--- src/rtl/fetch_redirect_ctrl.sv ---
// PC register and IF/ID pipeline register with JAL/JALR redirect and pcfreeze hold.
// Optional FETCH_STATS_EN adds the stall_cycles and redirect_cnt counters.
module fetch_redirect_ctrl #(
  parameter logic [31:0] RESET_PC  = 32'h0000_0000,
  parameter logic [31:0] NOP_INSTR = 32'h0000_0013,
  parameter int unsigned MAX_HOLD  = 8
) (
  input  logic        clk,
  input  logic        rst_n,
  input  logic        pcfreeze,
  input  logic        jalr_id,
  input  logic        jal_id,
  input  logic [31:0] rs1_val,
  input  logic [11:0] jalr_imm,
  input  logic [20:0] jal_off,
  input  logic [31:0] imem_instr,
  output logic [31:0] pc,
  output logic [31:0] ifid_pc,
  output logic [31:0] ifid_instr,
  output logic        ifid_valid,
  output logic        idex_bubble,
  output logic        hold_err
`ifdef FETCH_STATS_EN
  ,
  output logic [15:0] stall_cycles,
  output logic [15:0] redirect_cnt
`endif
);

  localparam int unsigned CW = $clog2(MAX_HOLD + 1);

  typedef enum logic {RUN, HOLD} state_t;

  state_t        state;
  logic [CW-1:0] hold_cnt;
  logic [CW-1:0] cnt_inc;
  logic          jalr_q, jal_q, frz_q;
  logic [31:0]   jalr_tgt, jal_tgt;

  assign jalr_q = jalr_id & ifid_valid;
  assign jal_q  = jal_id & ifid_valid;
  assign frz_q  = pcfreeze & ifid_valid;

  assign jalr_tgt    = (rs1_val + {{20{jalr_imm[11]}}, jalr_imm}) & ~32'd1;
  assign jal_tgt     = ifid_pc + {{11{jal_off[20]}}, jal_off};
  assign idex_bubble = frz_q;

  // Counter restarts at 1 on entry to HOLD and saturates at MAX_HOLD.
  always_comb begin
    cnt_inc = CW'(1);
    if (state == HOLD) begin
      cnt_inc = (hold_cnt == CW'(MAX_HOLD)) ? hold_cnt : hold_cnt + CW'(1);
    end
  end

  always_ff @(posedge clk) begin
    if (!rst_n) begin
      pc         <= RESET_PC;
      ifid_pc    <= '0;
      ifid_instr <= NOP_INSTR;
      ifid_valid <= 1'b0;
      hold_err   <= 1'b0;
      hold_cnt   <= '0;
      state      <= RUN;
    end else if (frz_q) begin
      state    <= HOLD;
      hold_cnt <= cnt_inc;
      if (cnt_inc == CW'(MAX_HOLD)) begin
        hold_err <= 1'b1;
      end
    end else begin
      state    <= RUN;
      hold_cnt <= '0;
      ifid_pc  <= pc;
      if (jalr_q || jal_q) begin
        // JALR wins over JAL if the decoder ever flags both.
        pc         <= jalr_q ? jalr_tgt : jal_tgt;
        ifid_instr <= NOP_INSTR;
        ifid_valid <= 1'b0;
      end else begin
        pc         <= pc + 32'd4;
        ifid_instr <= imem_instr;
        ifid_valid <= 1'b1;
      end
    end
  end

`ifdef FETCH_STATS_EN
  always_ff @(posedge clk) begin
    if (!rst_n) begin
      stall_cycles <= '0;
      redirect_cnt <= '0;
    end else begin
      if (idex_bubble && stall_cycles != '1) begin
        stall_cycles <= stall_cycles + 16'd1;
      end
      if (!frz_q && (jalr_q || jal_q) && redirect_cnt != '1) begin
        redirect_cnt <= redirect_cnt + 16'd1;
      end
    end
  end
`endif

endmodule

--- config.mk ---
export PLATFORM = sky130hd
export DESIGN_NAME = fetch_redirect_ctrl
export DESIGN_NICKNAME = d
export VERILOG_FILES = /design/src/rtl/fetch_redirect_ctrl.sv
export SDC_FILE = /design/constraint.sdc
export NUM_CORES = 1
export LEC_CHECK = 0
export CORE_ASPECT_RATIO = 1.4
export CORE_UTILIZATION = 45
export CTS_BUF_LIST = sky130_fd_sc_hd__clkbuf_8
export DETAILED_ROUTE_END_ITERATION = 6
export HOLD_SLACK_MARGIN = 0.03
export MAX_ROUTING_LAYER = met4
export PLACE_DENSITY = 0.82
export SYNTH_ARGS = -nofsm -noshare
export SYNTH_HDL_FRONTEND = slang
export SYNTH_SLANG_ARGS = --single-unit
--- constraint.sdc ---
create_clock -name clk -period 9 [get_ports clk]
set_input_delay 2.25 -clock clk [delete_from_list [all_inputs] [get_ports clk]]
set_output_delay 2.25 -clock clk [all_outputs]
set_load 0.02 [all_outputs]
==> reports/qor.txt, run 1 <==
CP Capture Type - primary output
Hold_buf cts - 0
Endpoints failing hold - 0
Top-area cell type share of the netlist area - 27.0%
GRT Overall Usage - 28.5%
PnR Total Power - 1.32 mW
Clock power frac - 24.4%
CORE AREA - 16700 um2
Period Utilization, post-route - 69.9%
Die Ht - 156 um
First-pass GRT wire length - 38.8 mm
Starting density of the core - 45.9%
CP delay by family, top - buffers and inverters
Worst path max stage delay - 570 ps
Hpwl dp - 18.3 mm
Routed Antenna Nets - 0
Fin nets - 1335
FF-to-FF setup slack - 5770 ps
Ports - 201
Worst hold path class - reg2reg
Dpl cells - 1359
Sw Ratio - 35.2%
Crit Path Class - in2out
Async S/R FF share, synth - 0%
Failing checks - DRC
Number of cells on the critical path - 5
Worst hold slack - 480 ps
Yosys top cell by area - dfxtp_1
Critical Path Most Common Cell - clkdlybuf4s50_1
DR iter-0 viols - 730
CTS tree - yes
Hold path depth - 2
Die Area - 17500 um2
CTS Sinks - 103
Post-Syn Nets - 1164
Worst Clk Skew - 16.5 ps
RSZ-0062 raised after global routing - no
Bufs and invs on worst path - 4
Worst-path cell chain - clkdlybuf4s50_1 > nand2_1 > buf_4 > clkinv_1 > clkdlybuf4s50_1
Die Width - 112 um
Top post-synthesis cells by area - dfxtp_1, ha_1, a21oi_1
Initial antenna violation count - 0
Postcts setup bufs - 0
Instance count of the mapped netlist - 996
Setup TNS - 0 ps
Cell Int Power - 857 uW
Clock tree buffer depth - 2
Logic pwr share - 36.0%
Cell Count, Final, Fillers Out - 1375
Fin crit period - 6290 ps
Wire length per cell - 17.6 um
H-tree Lvls - 3
WL met2 - 12.1 mm
Ys Warns - 0
DR WL met3 - 1.76 mm
Worst Max-Slew Pin Slew - 1110 ps
Layout cells sized above 1 - 4.10%
Pre-antenna DRT Iters - 7
Worst endpoint required time - 6750 ps
Post-synthesis sequential area ratio - 27.0%
Crit path DAT - 4040 ps
Post-cts resize count - 0
Post-Syn Area - 7650 um2
Critical Path Fanout Max - 51
Vias in the first global route - 8058
Buffers on Ports - 200
Average size of a mapped cell - 7.68 um2
Final WL - 24.2 mm
Max_cap viols - 0
Crit path max-delay cell type - clkdlybuf4s50_1
Net switching power - 466 uW
Worst-case reg-to-reg path depth - 12
N_diodes - 0
Synth-to-layout area growth - 30.7%
Reg power frac - 39.5%
Clk_lat worst skew - 390 ps
GP Congestion - 0.940
Pin count of the biggest net entering global routing - 52
Grt ovf - 0
PwrDens - 132 nW/um2
DRC errors left - 14
M1 wire length - 9.12 mm
Status - complete, but fails checks
Peak supply drop - 0.0000854 V
DR vias - 8268
Setup-failing EPs final - 0
Rows - 56
Peak Freq - 0.159 GHz
Register bit total from synthesis - 103
Clk slew on worst S/H paths - 100 ps
Post-synth EDFFs - 0
Crit path launch type - input pin
Root buffer cell - clkbuf_8
Post-DR vias/cell - 6.01
Count of cell types in the netlist - 73
Fin. max-slew vios - 0
Slew headroom - 26.0%
Top routing layer in use - met4
Static Leak - 3.97 nW
Predominant post-synthesis flop cell - dfxtp_1
Total CTS buffers - 9
cells by family after synthesis:
family,Yosys count,synth area share [%]
compound gates,368,31.9
xor+xnor,51,5.84
fa+ha+maj,66,11.0
buf+inv,72,3.63
flops,103,27.0
mux,7,0.981
simple gates,329,19.7
through the flow:
stage | area (um2) | setup WS, ps | util [%]
floorplan | 7650 | 3580 | -
global placement | 9790 | 2740 | 58.7
detailed placement | 9790 | 2740 | 58.7
CTS | 10000 | 2740 | 60.0
global route | 10000 | 2630 | 60.0
finish | 10000 | 2710 | 60.0
routing by layer:
metal	vias to the layer above	GRT usage [%]
li1	3994	-
met1	3830	29.9
met2	364	50.8
met3	80	3.76
met4	0	17.1
met5	-	-
layout by cell type, fill, tap and decap left out, types with 10 or more instances in the layout:
cell / Yosys / routed
a211oi_1: 10 / 10
a21o_1: 34 / 34
a21oi_1: 131 / 131
a22o_1: 29 / 29
a31oi_1: 12 / 12
and3_1: 14 / 14
clkdlybuf4s50_1: 0 / 200
dfxtp_1: 103 / 103
ha_1: 64 / 64
inv_1: 22 / 24
nand2_1: 146 / 146
nand3_1: 28 / 28
nor2_1: 65 / 64
nor3_1: 20 / 20
o21a_1: 16 / 16
o21ai_0: 46 / 46
o21ai_1: 10 / 10
o221ai_1: 12 / 12
or3_1: 11 / 11
xnor2_1: 34 / 34
xor2_1: 17 / 17
worst reg2reg max path: stages, from the launching register on:
cell	delay (ps)
dfxtp_1	390
ha_1	210
inv_1	60
fa_1	370
nor2b_1	240
o2111ai_1	230
a21oi_1	450
a21oi_2	180
o31a_1	380
o21ai_1	170
o21ai_0	170
nand4_1	130
o221ai_1	100
power groups by stage:
| stage | clock network [mW] | logic, mW | registers [mW] |
|---|---|---|---|
| after CTS | 0.324 | 0.472 | 0.522 |
| final | 0.323 | 0.476 | 0.523 |
| after detailed placement | 0 | 0.469 | 0.532 |
| after global placement | 0 | 0.464 | 0.532 |
| after floorplan | 0 | 0.253 | 0.558 |
| after global routing | 0.345 | 0.516 | 0.528 |
cell usage after synthesis (7+ instances only):
master    number
ha_1          64
o21bai_1       8
nand4_1        8
xnor2_1       34
and3_1        14
nand2b_1       8
nor2_1        65
o21ai_0       46
a21oi_1      131
o211ai_1       7
a31oi_1       12
nand2_1      146
xor2_1        17
or3_1         11
a22o_1        29
nand3_1       28
clkbuf_1      39
nor3_1        20
o21a_1        16
o21ai_1       10
o221ai_1      12
dfxtp_1      103
inv_1         22
a211oi_1      10
a21o_1        34
area by class of cell:
type                    count  area, um2
multi-input cells         821       5310
flip-flops and latches    103       2060
clock inverters             7       90.1
repair buffers            209       2070
inverters                  23       86.3
well taps                 203        254
clock buffers               9        124
fillers                  1535       6680
path summary, 6_finish.rpt:
path | from | endpoint
setup / recovery | pcfreeze | idex_bubble
hold / removal | ifid_pc[3] | ifid_pc[3]
setup reg to reg | ifid_pc[0] | pc[30]
hold reg to reg | ifid_pc[3] | ifid_pc[3]
flip-flops by register name, summed over array words and instances (netlist names):
signal and count:
hold_cnt 4, pc 32, ifid_instr 32, hold_err 1, state 1, ifid_valid 1, ifid_pc 32
(Power assumes the default switching activity.)
==> inputs of run 2 (changes only) <==
==> constraint.sdc (replaced) <==
create_clock -name clk -period 6.4 [get_ports clk]
set_input_delay 1.6 -clock clk [delete_from_list [all_inputs] [get_ports clk]]
set_output_delay 1.6 -clock clk [all_outputs]
set_load 0.02 [all_outputs]
==> reports/qor.txt, run 2 (synthesized netlist as in run 1, its figures left out) <==
DR iter-0 viols - 625 (was 730)
Peak supply drop - 0.000128 V (was 0.0000854 V)
Fin crit period - 4750 ps
Slew headroom - 26.8% (was 26.0%)
Status - complete, but fails checks (unchanged)
Fill cells - 1515 (was 1535)
Worst setup margin - 1650 ps (was 2710 ps)
Rows - 56 (unchanged)
Crit path DAT - 5000 ps (was 4040 ps)
Fin nets - 1334 (was 1335)
Total CTS buffers - 9 (unchanged)
Crit Path Class - in2reg (was in2out)
Pin count of the biggest net entering global routing - 52 (unchanged)
Worst hold slack - 477 ps (was 480 ps)
DRC errors left - 14 (unchanged)
Wire length per cell - 18.1 um (was 17.6 um)
Post-cts resize count - 0 (unchanged)
Vias in the first global route - 8098 (was 8058)
Pre-CTS WS - 1250 ps (was 2740 ps)
Max_cap viols - 0 (unchanged)
Root buffer cell - clkbuf_8 (unchanged)
Clk_lat worst skew - 390 ps (about the same)
GRT Overall Usage - 28.6% (was 28.5%)
Failing checks - DRC (unchanged)
Endpoints failing hold - 0 (unchanged)
Biggest regs - ifid_instr: 32 flops, ifid_pc: 32 flops, pc: 32 flops (unchanged)
Clock tree buffer depth - 2 (unchanged)
Post-DR vias/cell - 6.11 (was 6.01)
Die Width - 112 um (unchanged)
RSZ-0062 raised after global routing - no (unchanged)
PwrDens - 189 nW/um2 (was 132 nW/um2)
CORE AREA - 16700 um2 (unchanged)
N_diodes - 0 (unchanged)
Setup-failing EPs final - 0 (unchanged)
Most common cell after layout, fill and taps aside - clkdlybuf4s50_1 (unchanged)
H-tree Lvls - 3 (unchanged)
CP Capture Type - flip-flop (was primary output)
Grt ovf - 0 (unchanged)
First-pass GRT wire length - 39.1 mm (was 38.8 mm)
CTS tree - yes (unchanged)
Worst Clk Skew - 17.8 ps (was 16.5 ps)
Starting density of the core - 45.9% (unchanged)
Buffers on Ports - 200 (unchanged)
Final WL - 24.8 mm (was 24.2 mm)
Die Area - 17500 um2 (unchanged)
Hpwl dp - 18.8 mm (was 18.3 mm)
Commonest cells after routing, fill and taps aside - clkdlybuf4s50_1, nand2_1, a21oi_1, dfxtp_1 (unchanged)
Die Ht - 156 um (unchanged)
Peak Freq - 0.211 GHz
Pre-antenna DRT Iters - 7 (unchanged)
Period Utilization, post-route - 74.2%
CTS Sinks - 103 (unchanged)
Initial antenna violation count - 0 (unchanged)
DR vias - 8398 (was 8268)
Dpl cells - 1358 (was 1359)
Setup TNS - 0 ps (unchanged)
Static Leak - 3.98 nW (was 3.97 nW)
Layout cells sized above 1 - 4.18% (was 4.10%)
Synth-to-layout area growth - 30.8% (was 30.7%)
Routed Antenna Nets - 0 (unchanged)
Cell Count, Final, Fillers Out - 1374 (was 1375)
Worst Max-Slew Pin Slew - 1100 ps (was 1110 ps)
Postcts setup bufs - 0 (unchanged)
Fin. max-slew vios - 0 (unchanged)
GP Congestion - 0.945 (was 0.940)
Clk slew on worst S/H paths - 100 ps (about the same)
Critical Path Fanout Max - 21 (was 51)
Ports - 201 (unchanged)
Hold_buf cts - 0 (unchanged)
Worst hold path class - reg2reg (unchanged)
Worst endpoint required time - 6650 ps (was 6750 ps)
Crit path launch type - input pin (unchanged)
run 2: per-stage QoR:
step,utilization [%],area [um2],power (mW)
3_3_place_gp,58.6,9780,1.40
5_1_grt,60.0,10000,1.98
2_1_floorplan,-,7650,1.14
4_1_cts,60.0,10000,1.89
3_5_place_dp,58.6,9780,1.41
6_report,60.0,10000,1.89
run 2: power by group:
part	switching, mW	internal [mW]
combinational	0.367	0.304
sequential	0.0525	0.684
clock	0.250	0.234
total	0.670	1.22
run 2: worst max-delay path: stages:
cell,delay [ps]
clkdlybuf4s50_1,870
ha_1,590
a211o_1,280
a21oi_1,270
nand3_1,170
o22ai_1,290
o21ai_1,150
a21oi_1,190
xnor2_1,110
a221oi_1,320
o221ai_1,150
run 2: routing by layer:
metal | vias to the layer above | share of wire [%] | track usage [%]
li1 | 3998 | - | -
met1 | 3905 | 37 | 29.5
met2 | 395 | 50 | 52.1
met3 | 100 | 7.1 | 3.60
met4 | 0 | 5.8 | 17.0
met5 | - | 0 | -
run 2: cell type report:
| type | count | area [um2] | share of cell area [%] |
|---|---|---|---|
| Clock buffer | 10 | 138 | 1.38 |
| Clock inverter | 6 | 92.6 | 0.925 |
| Inverter | 23 | 86.3 | 0.863 |
| Multi-Input combinational cell | 821 | 5310 | 53.1 |
| Sequential cell | 103 | 2060 | 20.6 |
| Tap cell | 203 | 254 | 2.54 |
| Timing Repair Buffer | 208 | 2060 | 20.6 |
run 2: path summary, 6_finish.rpt:
path	startpoint	endpoint	slack, ps	cells past startpoint
worst max-delay path	jalr_imm[11]	pc[30]	1650	11
worst min register to register	ifid_pc[24]	ifid_pc[24]	480	2
worst max register to register	ifid_pc[0]	pc[30]	3320	12
worst min-delay path	ifid_pc[24]	ifid_pc[24]	480	2
==> inputs of run 3 (changes only) <==
==> constraint.sdc (replaced) <==
create_clock -name clk -period 4.9 [get_ports clk]
set_input_delay 1.225 -clock clk [delete_from_list [all_inputs] [get_ports clk]]
set_output_delay 1.225 -clock clk [all_outputs]
set_load 0.02 [all_outputs]
==> reports/qor.txt, run 3 (synthesized netlist as in run 1, its figures left out) <==
Hold path endpoint - ifid_pc[7] (was ifid_pc[24])
RR Startpoint - ifid_pc[0] (unchanged)
Slew headroom - 34.8% (was 26.8%)
Critical Path Most Common Cell - a21oi_1 (unchanged)
Worst setup margin - 881 ps (was 1650 ps)
Crit path max-delay cell type - clkdlybuf4s50_1 (unchanged)
Clk slew on worst S/H paths - 110 ps (was 100 ps)
CTS tree - yes (unchanged)
N_diodes - 0 (unchanged)
Crit path launch type - input pin (unchanged)
Fin nets - 1340 (was 1334)
RSZ-0062 raised after global routing - no (unchanged)
Fin. max-slew vios - 0 (unchanged)
Ports - 201 (unchanged)
Pre-antenna DRT Iters - 7 (unchanged)
Critical Path Fanout Max - 12 (was 21)
Buffers on Ports - 200 (unchanged)
Rows - 56 (unchanged)
Crit path DAT - 4250 ps (was 5000 ps)
Worst hold path class - reg2reg (unchanged)
Clock tree buffer depth - 2 (unchanged)
Max_cap viols - 0 (unchanged)
Total CTS buffers - 9 (unchanged)
Postcts setup bufs - 0 (unchanged)
Die Ht - 156 um (unchanged)
DRC errors left - 14 (unchanged)
Initial antenna violation count - 0 (unchanged)
Status - complete, but fails checks (unchanged)
Starting density of the core - 45.9% (unchanged)
GP Congestion - 0.952 (was 0.945)
Fin crit period - 4020 ps
Vias in the first global route - 8034 (was 8098)
Die Width - 112 um (unchanged)
Wire length per cell - 18.0 um (was 18.1 um)
Hold_buf cts - 0 (unchanged)
Pre-CTS WS - 497 ps (was 1250 ps)
Layout cells sized above 1 - 4.50% (was 4.18%)
Endpoints failing hold - 0 (unchanged)
Setup-failing EPs final - 0 (unchanged)
Pin count of the biggest net entering global routing - 52 (unchanged)
GRT Overall Usage - 28.4% (was 28.6%)
Static Leak - 3.98 nW (about the same)
Die Area - 17500 um2 (unchanged)
Commonest cells after routing, fill and taps aside - clkdlybuf4s50_1, nand2_1, a21oi_1, dfxtp_1 (unchanged)
Worst path max stage delay - 770 ps (was 870 ps)
CTS Sinks - 103 (unchanged)
Final WL - 24.8 mm (about the same)
DR iter-0 viols - 612 (was 625)
DR vias - 8402 (was 8398)
Most common cell after layout, fill and taps aside - clkdlybuf4s50_1 (unchanged)
Peak supply drop - 0.000175 V (was 0.000128 V)
Worst hold start - ifid_pc[7] (was ifid_pc[24])
Post-cts resize count - 0 (unchanged)
Routed Antenna Nets - 0 (unchanged)
Clk_lat worst skew - 390 ps (about the same)
Biggest regs - ifid_instr: 32 flops, ifid_pc: 32 flops, pc: 32 flops (unchanged)
Peak Freq - 0.249 GHz
Hold path depth - 2 (unchanged)
Worst endpoint required time - 5130 ps (was 6650 ps)
CP Capture Type - flip-flop (unchanged)
Bufs and invs on worst path - 1 (unchanged)
FF-to-FF setup slack - 1870 ps (was 3320 ps)
Post-DR vias/cell - 6.09 (was 6.11)
Root buffer cell - clkbuf_8 (unchanged)
Grt ovf - 0 (unchanged)
H-tree Lvls - 3 (unchanged)
Worst Clk Skew - 17.3 ps (was 17.8 ps)
CP delay by family, top - compound AO/OA/AOI/OAI gates (unchanged)
Failing checks - DRC (unchanged)
Synth-to-layout area growth - 30.7% (was 30.8%)
CORE AREA - 16700 um2 (unchanged)
R2r endpoint - pc[30] (unchanged)
Hpwl dp - 19.0 mm (was 18.8 mm)
Period Utilization, post-route - 82.0%
Worst-path cell chain - clkdlybuf4s50_1 > ha_1 > a211o_1 > a21oi_1 > nand3_1 > o22ai_1 > o21ai_1 > a21oi_1 > xnor2_1 > a221oi_1 > o221ai_1 (unchanged)
PwrDens - 236 nW/um2 (was 189 nW/um2)
Crit Path Class - in2reg (unchanged)
Setup TNS - 0 ps (unchanged)
Worst Max-Slew Pin Slew - 977 ps (was 1100 ps)
First-pass GRT wire length - 38.6 mm (was 39.1 mm)
Worst-case reg-to-reg path depth - 12 (unchanged)
==> run 3: area by class of cell <==
class	count	area, um2
fill	1536	6680
multi-input combinational	821	5310
timing repair buffer	214	2110
sequential	103	2060
tap	203	254
clock buffer	10	138
inverter	23	86.3
clock inverter	6	38.8
==> run 3: power by group <==
group	internal, mW	total [mW]	switching [mW]
clock network	0.196	0.513	0.316
registers	0.894	0.961	0.0670
logic	0.400	0.882	0.481
==> run 3: worst max-delay path by stage <==
stage,startpoint,to,slack [ps],depth (start not counted)
6_report,jalr_imm[11],pc[30],880,11
4_1_cts,jalr_imm[11],pc[30],910,11
5_1_grt,jalr_imm[11],pc[30],600,11
3_5_place_dp,jalr_imm[11],pc[30],500,11
2_1_floorplan,jal_off[0],pc[30],1470,12
3_3_place_gp,jalr_imm[11],pc[30],570,11
==> run 3: worst register-to-register path, stage by stage, from the launching register on <==
cell       delay (ps)
dfxtp_1           360
ha_1              200
inv_1              60
fa_1              380
nor2b_1           240
o2111ai_1         210
a21oi_1           410
a21oi_2           160
o31a_1            370
o21ai_1           140
o21ai_0           140
nand4_1           120
o221ai_1          100
==> run 3: layer usage <==
metal | up-vias | part of all wire, % | global-route usage [%]
met2 | 415 | 50 | 51.3
li1 | 4020 | - | -
met4 | 0 | 6.3 | 17.7
met3 | 109 | 6.6 | 3.33
met1 | 3858 | 37 | 29.4
met5 | - | 0 | -
==> run 3: stage by stage <==
| stage | instances | power, mW | cell area, um2 | util, % | hold slack (ps) |
|---|---|---|---|---|---|
| after floorplan | 996 | 1.49 | 7650 | - | 442 |
| after global placement | 1364 | 1.84 | 9820 | 58.9 | 456 |
| after detailed placement | 1364 | 1.85 | 9820 | 58.9 | 462 |
| after CTS | 1380 | 2.35 | 10000 | 60.0 | 477 |
| after global routing | 1380 | 2.47 | 10000 | 60.0 | 503 |
| final | 1380 | 2.36 | 10000 | 60.0 | 476 |
